==> config.mk <==
export PLATFORM = sky130hd
export DESIGN_NAME = ai_paddle_ctrl
export DESIGN_NICKNAME = d
export VERILOG_FILES = /design/src/rtl/ai_paddle_ctrl.sv
export SDC_FILE = /design/constraint.sdc
export NUM_CORES = 1
export LEC_CHECK = 0
export CAP_MARGIN = 5
export CORE_UTILIZATION = 47
export CTS_BUF_LIST = sky130_fd_sc_hd__clkbuf_4
export DETAILED_ROUTE_END_ITERATION = 16
export HOLD_SLACK_MARGIN = 0.15
export PLACE_DENSITY = 0.76
export SLEW_MARGIN = 40
export SYNTH_ARGS = -nofsm -noshare
export SYNTH_HDL_FRONTEND = slang
export SYNTH_SLANG_ARGS = --single-unit
==> constraint.sdc <==
create_clock -name i_clk -period 5.5 [get_ports i_clk]
set_input_delay 0.825 -clock i_clk [delete_from_list [all_inputs] [get_ports i_clk]]
set_output_delay 0.825 -clock i_clk [all_outputs]
set_load 0.02 [all_outputs]
==> src/rtl/ai_paddle_ctrl.sv <==
// ai_paddle_ctrl: computer opponent driving a paddle's 2-bit left/right command.
// Once per frame it samples the ball and paddle positions. After a reaction
// delay it registers a move toward the ball, or toward screen centre when the
// ball is receding.
// Optional feature: define AI_MISS_EN to add LFSR-driven hesitation (00 command).
module ai_paddle_ctrl #(
  parameter int D_WIDTH       = 640,
  parameter int DEADBAND      = 8,
  parameter int REACT_FRAMES  = 3,
  parameter int CNT_W         = 4,
  parameter int APPROACH_DOWN = 1
) (
  input  logic        i_clk,
  input  logic        i_rst,
  input  logic        i_ani_stb,
  input  logic        i_animate,
  input  logic [11:0] i_ball_x,
  input  logic [11:0] i_ball_y,
  input  logic [11:0] i_pad_x1,
  input  logic [11:0] i_pad_x2,
  output logic [1:0]  o_btn_lr,
  output logic        o_decide
);

  typedef enum logic [1:0] {IDLE, WAIT, DECIDE} state_t;

  localparam logic [11:0]        CENTRE_X = 12'(D_WIDTH / 2);
  localparam logic [11:0]        RIGHT_LIM = 12'(D_WIDTH);
  localparam logic signed [13:0] DB = 14'(DEADBAND);
  localparam logic [CNT_W-1:0]   REACT = CNT_W'(REACT_FRAMES);

  state_t           state, state_nx;
  logic [CNT_W-1:0] cnt;
  logic [11:0]      prev_y;
  logic             appr;
  logic             fe;
  logic [1:0]       btn_nx;
  logic             decide_nx;

  logic [12:0]        centre_sum;
  logic [11:0]        centre;
  logic [11:0]        target;
  logic signed [13:0] err;
  logic [1:0]         cmd;

  assign fe = i_ani_stb & i_animate;

`ifdef AI_MISS_EN
  logic [7:0] lfsr;

  // Hesitation source: Fibonacci LFSR (taps 8,6,5,4) stepping on frames outside IDLE
  always_ff @(posedge i_clk) begin
    if (i_rst) begin
      lfsr <= 8'hA5;
    end else if (fe && state != IDLE) begin
      lfsr <= {lfsr[6:0], lfsr[7] ^ lfsr[5] ^ lfsr[4] ^ lfsr[3]};
    end
  end
`endif

  // State register; animate low forces IDLE without touching counter/flag
  always_ff @(posedge i_clk) begin
    if (i_rst) begin
      state <= IDLE;
    end else if (!i_animate) begin
      state <= IDLE;
    end else begin
      state <= state_nx;
    end
  end

  // Next-state logic; a strobe landing in DECIDE is ignored
  always_comb begin
    state_nx = state;
    unique case (state)
      IDLE:    if (fe) state_nx = WAIT;
      WAIT:    if (fe && cnt == '0) state_nx = DECIDE;
      DECIDE:  state_nx = WAIT;
      default: state_nx = IDLE;
    endcase
  end

  // Reaction counter, previous ball y and approach flag
  always_ff @(posedge i_clk) begin
    if (i_rst) begin
      cnt    <= '0;
      prev_y <= '0;
      appr   <= 1'b0;
    end else if (i_animate) begin
      unique case (state)
        IDLE: begin
          if (fe) begin
            prev_y <= i_ball_y;
            cnt    <= REACT;
          end
        end
        WAIT: begin
          if (fe) begin
            prev_y <= i_ball_y;
            if (i_ball_y > prev_y)      appr <= (APPROACH_DOWN != 0);
            else if (i_ball_y < prev_y) appr <= (APPROACH_DOWN == 0);
            if (cnt != '0) cnt <= cnt - 1'b1;
          end
        end
        DECIDE:  cnt <= REACT;
        default: cnt <= REACT;
      endcase
    end
  end

  // Steering command from target error, deadband and edge gating
  always_comb begin
    centre_sum = {1'b0, i_pad_x1} + {1'b0, i_pad_x2};
    centre     = centre_sum[12:1];
    target     = appr ? i_ball_x : CENTRE_X;
    err        = signed'({2'b00, target}) - signed'({2'b00, centre});
    cmd        = 2'b00;
    if (err > DB)        cmd = 2'b01;
    else if (err < -DB)  cmd = 2'b10;
    if (i_pad_x2 > RIGHT_LIM) cmd[0] = 1'b0;
    if (i_pad_x1 < 12'd2)     cmd[1] = 1'b0;
`ifdef AI_MISS_EN
    if (lfsr[2:0] == 3'b000) cmd = 2'b00;
`endif
  end

  // Output decode: new command only in DECIDE, cleared in IDLE, held otherwise
  always_comb begin
    btn_nx    = o_btn_lr;
    decide_nx = 1'b0;
    unique case (state)
      IDLE:   btn_nx = 2'b00;
      WAIT:   btn_nx = o_btn_lr;
      DECIDE: begin
        btn_nx    = cmd;
        decide_nx = 1'b1;
      end
      default: btn_nx = 2'b00;
    endcase
  end

  // Registered outputs
  always_ff @(posedge i_clk) begin
    if (i_rst || !i_animate) begin
      o_btn_lr <= 2'b00;
      o_decide <= 1'b0;
    end else begin
      o_btn_lr <= btn_nx;
      o_decide <= decide_nx;
    end
  end

endmodule

==> flow_metrics.env <==
export IMPL_status="completed"
export IMPL_avgSynthCellArea_um2=7.653
export IMPL_synthArstFlopShare_pct=0
export IMPL_hold_depth=2
export IMPL_yosysSeqAreaShare_pct=18.57
export IMPL_synth_cell_types=47
export IMPL_gp_congestion=0.8428
export IMPL_synthCells=310
export IMPL_cts_htree_levels=1
export IMPL_coreArea_um2=4786
export IMPL_multi_input_area_um2=1824
export IMPL_r2r_setup_slack_ps=2580
export IMPL_yosysTopAreaCell="ha_1"
export IMPL_worstReg2RegStart="appr"
export IMPL_fillers=458
export IMPL_slowest_delay_ps=530
export IMPL_use_met1_pct=30.45
export IMPL_vias_per_cell=5.370
export IMPL_regArea_um2=440.4
export IMPL_gr_usage_met3_pct=3.315
export IMPL_clockPowerShare_pct=14.1
export IMPL_drc=0
export IMPL_ctsHoldBuffers=0
export IMPL_yosysWarningCount=0
export IMPL_slew_headroom_pct=59.04
export IMPL_first_iter_violations=131
export IMPL_slowest_stage="clkdlybuf4s50_1"
export IMPL_hold_viol_final=0
export IMPL_synth_seq_cells=22
export IMPL_syn_area_um2=2372
export IMPL_antenna_found_initial=0
export IMPL_cts_tree="yes"
export IMPL_intPower_w=0.0003380
export IMPL_vias=2293
export IMPL_finish_cell_count_without_fillers=427
export IMPL_hp_start="prev_y[11]"
export IMPL_netlist_top_cells_count="nand2_1 (40), ha_1 (36), a21oi_1 (33), dfxtp_1 (22), inv_1 (21)"
export IMPL_grt_pass1_vias=2143
export IMPL_yosys_cell_count_top_type="nand2_1"
export IMPL_post_cts_repair_setup_buffers=0
export IMPL_seqPwrFrac_pct=31.6
export IMPL_cts_sinks=22
export IMPL_nets=451
export IMPL_reg2reg_depth=10
export IMPL_synth_area_top_cells="ha_1 (19%), dfxtp_1 (19%), a21oi_1 (7.0%)"
export IMPL_clock_skew_ps=7.681
export IMPL_syn_to_final_growth_pct=26.21
export IMPL_r2r_end="o_btn_lr[0]"
export IMPL_p_leak_nw=1.255
export IMPL_worst_setup_path_end_kind="register"
export IMPL_firstDrtPassIters=4
export IMPL_start_util_pct=49.57
export IMPL_fin_crit_sh_pct=79.85
export IMPL_rsz0062_at_grt="no"
export IMPL_setup_ws_ps=1108
export IMPL_avgRoutedWirePerCell_um=12.64
export IMPL_path_max_fanout=6
export IMPL_crit_required_ps=5730
export IMPL_port_buffers=54
export IMPL_setup_viol=0
export IMPL_worstHoldEndpoint="prev_y[11]"
export IMPL_core_rowCount=25
export IMPL_chipWidth_um=73.05
export IMPL_swShare_pct=37.68
export IMPL_clkSlewWorstSetupHoldPaths_ps=120
export IMPL_critical_path_most_common_cell="o21ai_0"
export IMPL_fmax_mhz=227.7
export IMPL_hold_class="register to register"
export IMPL_fin_crit_ps=4392
export IMPL_cp_arrival_ps=4620
export IMPL_wl_um=5396
export IMPL_diodes=0
export IMPL_drtAntennaViolNets=0
export IMPL_placed_cells=423
export IMPL_cp_start_kind="input pin"
export IMPL_drv_cap=0
export IMPL_die_height_um=73.05
export IMPL_synthFlopType="dfxtp_1"
export IMPL_cts_resized=0
export IMPL_dp_hpwl_um=4424
export IMPL_grt_total_usage_pct=21.70
export IMPL_power_frac_comb_pct=54.2
export IMPL_cts_buffers=3
export IMPL_netlist_area_leader_share_pct=18.99
export IMPL_cp_cell_sequence="clkdlybuf4s50_1 > inv_1 > fa_1 > nor2b_1 > o21ai_0 > a21oi_1 > o21ai_0 > nand2b_1 > xnor2_1 > ha_1 > and3_1 > a221oi_2 > o21bai_1 > xor2_1 > or4_1 > o31a_1"
export IMPL_busiest_layer="met2"
export IMPL_grt_use_met2_pct=34.47
export IMPL_layout_drive_gt1_share_pct=2.222
export IMPL_synth_edf_count=0
export IMPL_io_pins=55
export IMPL_synth_nets=400
export IMPL_power_density_nw_per_um2=181.1
export IMPL_dieArea_um2=5336
export IMPL_grt_start_max_net_pins=18
export IMPL_ir_worst_vdd_mv=0.08988
export IMPL_clkLatencyLatePin_ps=320
export IMPL_dp_slack_ps=770.7
export IMPL_p_switching_w=0.0002044
export IMPL_crit_type="input pin to register"
export IMPL_tightest_slew_ps=612.5
export IMPL_final_setup_tns_ps=0
export IMPL_grt_overflow=0
export IMPL_grt_pass1_wl_um=9121
export IMPL_cts_root_buf="clkbuf_4"
export IMPL_drv_slew=0
export IMPL_clock_path_buffers=2
## logic make-up after synthesis
group,synth area share [%]
xor+xnor,8.122
compound gates,23.10
flops,18.57
buf+inv,4.642
fa+ha+maj,20.68
simple gates,24.89
## flip-flops by register name, summed over array words and instances, names as in the netlist
signal,cells
appr,1
prev_y,12
cnt,4
state,2
o_decide,1
o_btn_lr,2
## worst max path at each step
stage	depth (start not counted)	slack [ps]	start	end
6_report	16	1110	i_pad_x1[1]	o_btn_lr[0]
4_1_cts	16	1120	i_pad_x1[1]	o_btn_lr[0]
3_3_place_gp	16	840	i_pad_x1[1]	o_btn_lr[0]
2_1_floorplan	16	1530	i_pad_x1[2]	o_btn_lr[0]
5_1_grt	16	780	i_pad_x1[1]	o_btn_lr[0]
3_5_place_dp	16	770	i_pad_x1[1]	o_btn_lr[0]
## metrics by stage
stage                     total power, W  cell area [µm²]  utilization, %  hold slack [ps]
after global routing           0.0005857             2994           62.56            484.7
after floorplan                0.0003793             2372               -            436.3
final                          0.0005423             2994           62.56            464.2
after CTS                      0.0005436             2992           62.51            465.5
after detailed placement       0.0004654             2965           61.96            448.2
after global placement         0.0004631             2965           61.96            442.3
## layout by cell type, fill, tap and decap left out, drive strengths merged, types with 2 or more instances in the layout
cell type	Yosys	layout
xnor2	11	11
nand2	40	40
a21oi	33	33
a31oi	3	3
nand3	6	6
fa	2	2
a2111oi	2	2
nand3b	2	2
o21bai	2	2
xor2	11	11
o21a	6	6
ha	36	36
a21o	11	11
nor2	14	14
dfxtp	22	22
a221oi	2	2
or2	3	3
nand2b	9	9
clkdlybuf4s50	0	54
inv	21	21
a211oi	2	2
nor4	4	4
and2	10	10
nor2b	8	8
nor3	6	6
clkbuf	7	3
o31ai	2	2
and3	4	4
o21ai	10	10
nor3b	3	3
nand4	4	4
## routing by layer
| layer | vias up | share of wire, % |
|---|---|---|
| met4 | 0 | 1.4 |
| li1 | 1206 | - |
| met2 | 70 | 42 |
| met1 | 1009 | 52 |
| met3 | 8 | 4.7 |
| met5 | - | 0 |
## power by group through the flow
stage,Sequential (W),Combinational [W],Clock [W]
final,0.000172,0.000294,0.0000766
after global routing,0.000173,0.000327,0.0000855
after CTS,0.000172,0.000292,0.0000796
after detailed placement,0.000175,0.000290,0
after global placement,0.000175,0.000288,0
after floorplan,0.000173,0.000206,0
## critical path: cells and delay by family
family	cells	cell delay, ps
AO/OA/AOI/OAI	6	1150
XOR/XNOR	2	310
adder cells (fa/ha/maj)	2	780
buffers and inverters	2	610
AND/OR/NAND/NOR	4	930
## cell type report
class	count	share of cell area (%)
inverters	21	2.633
clock inverters	1	0.1254
flip-flops and latches	22	14.71
clock buffers	3	0.7522
well taps	67	2.800
repair buffers	54	18.05
multi-input cells	259	60.93
No activity file was read; power rests on OpenSTA's default activity.
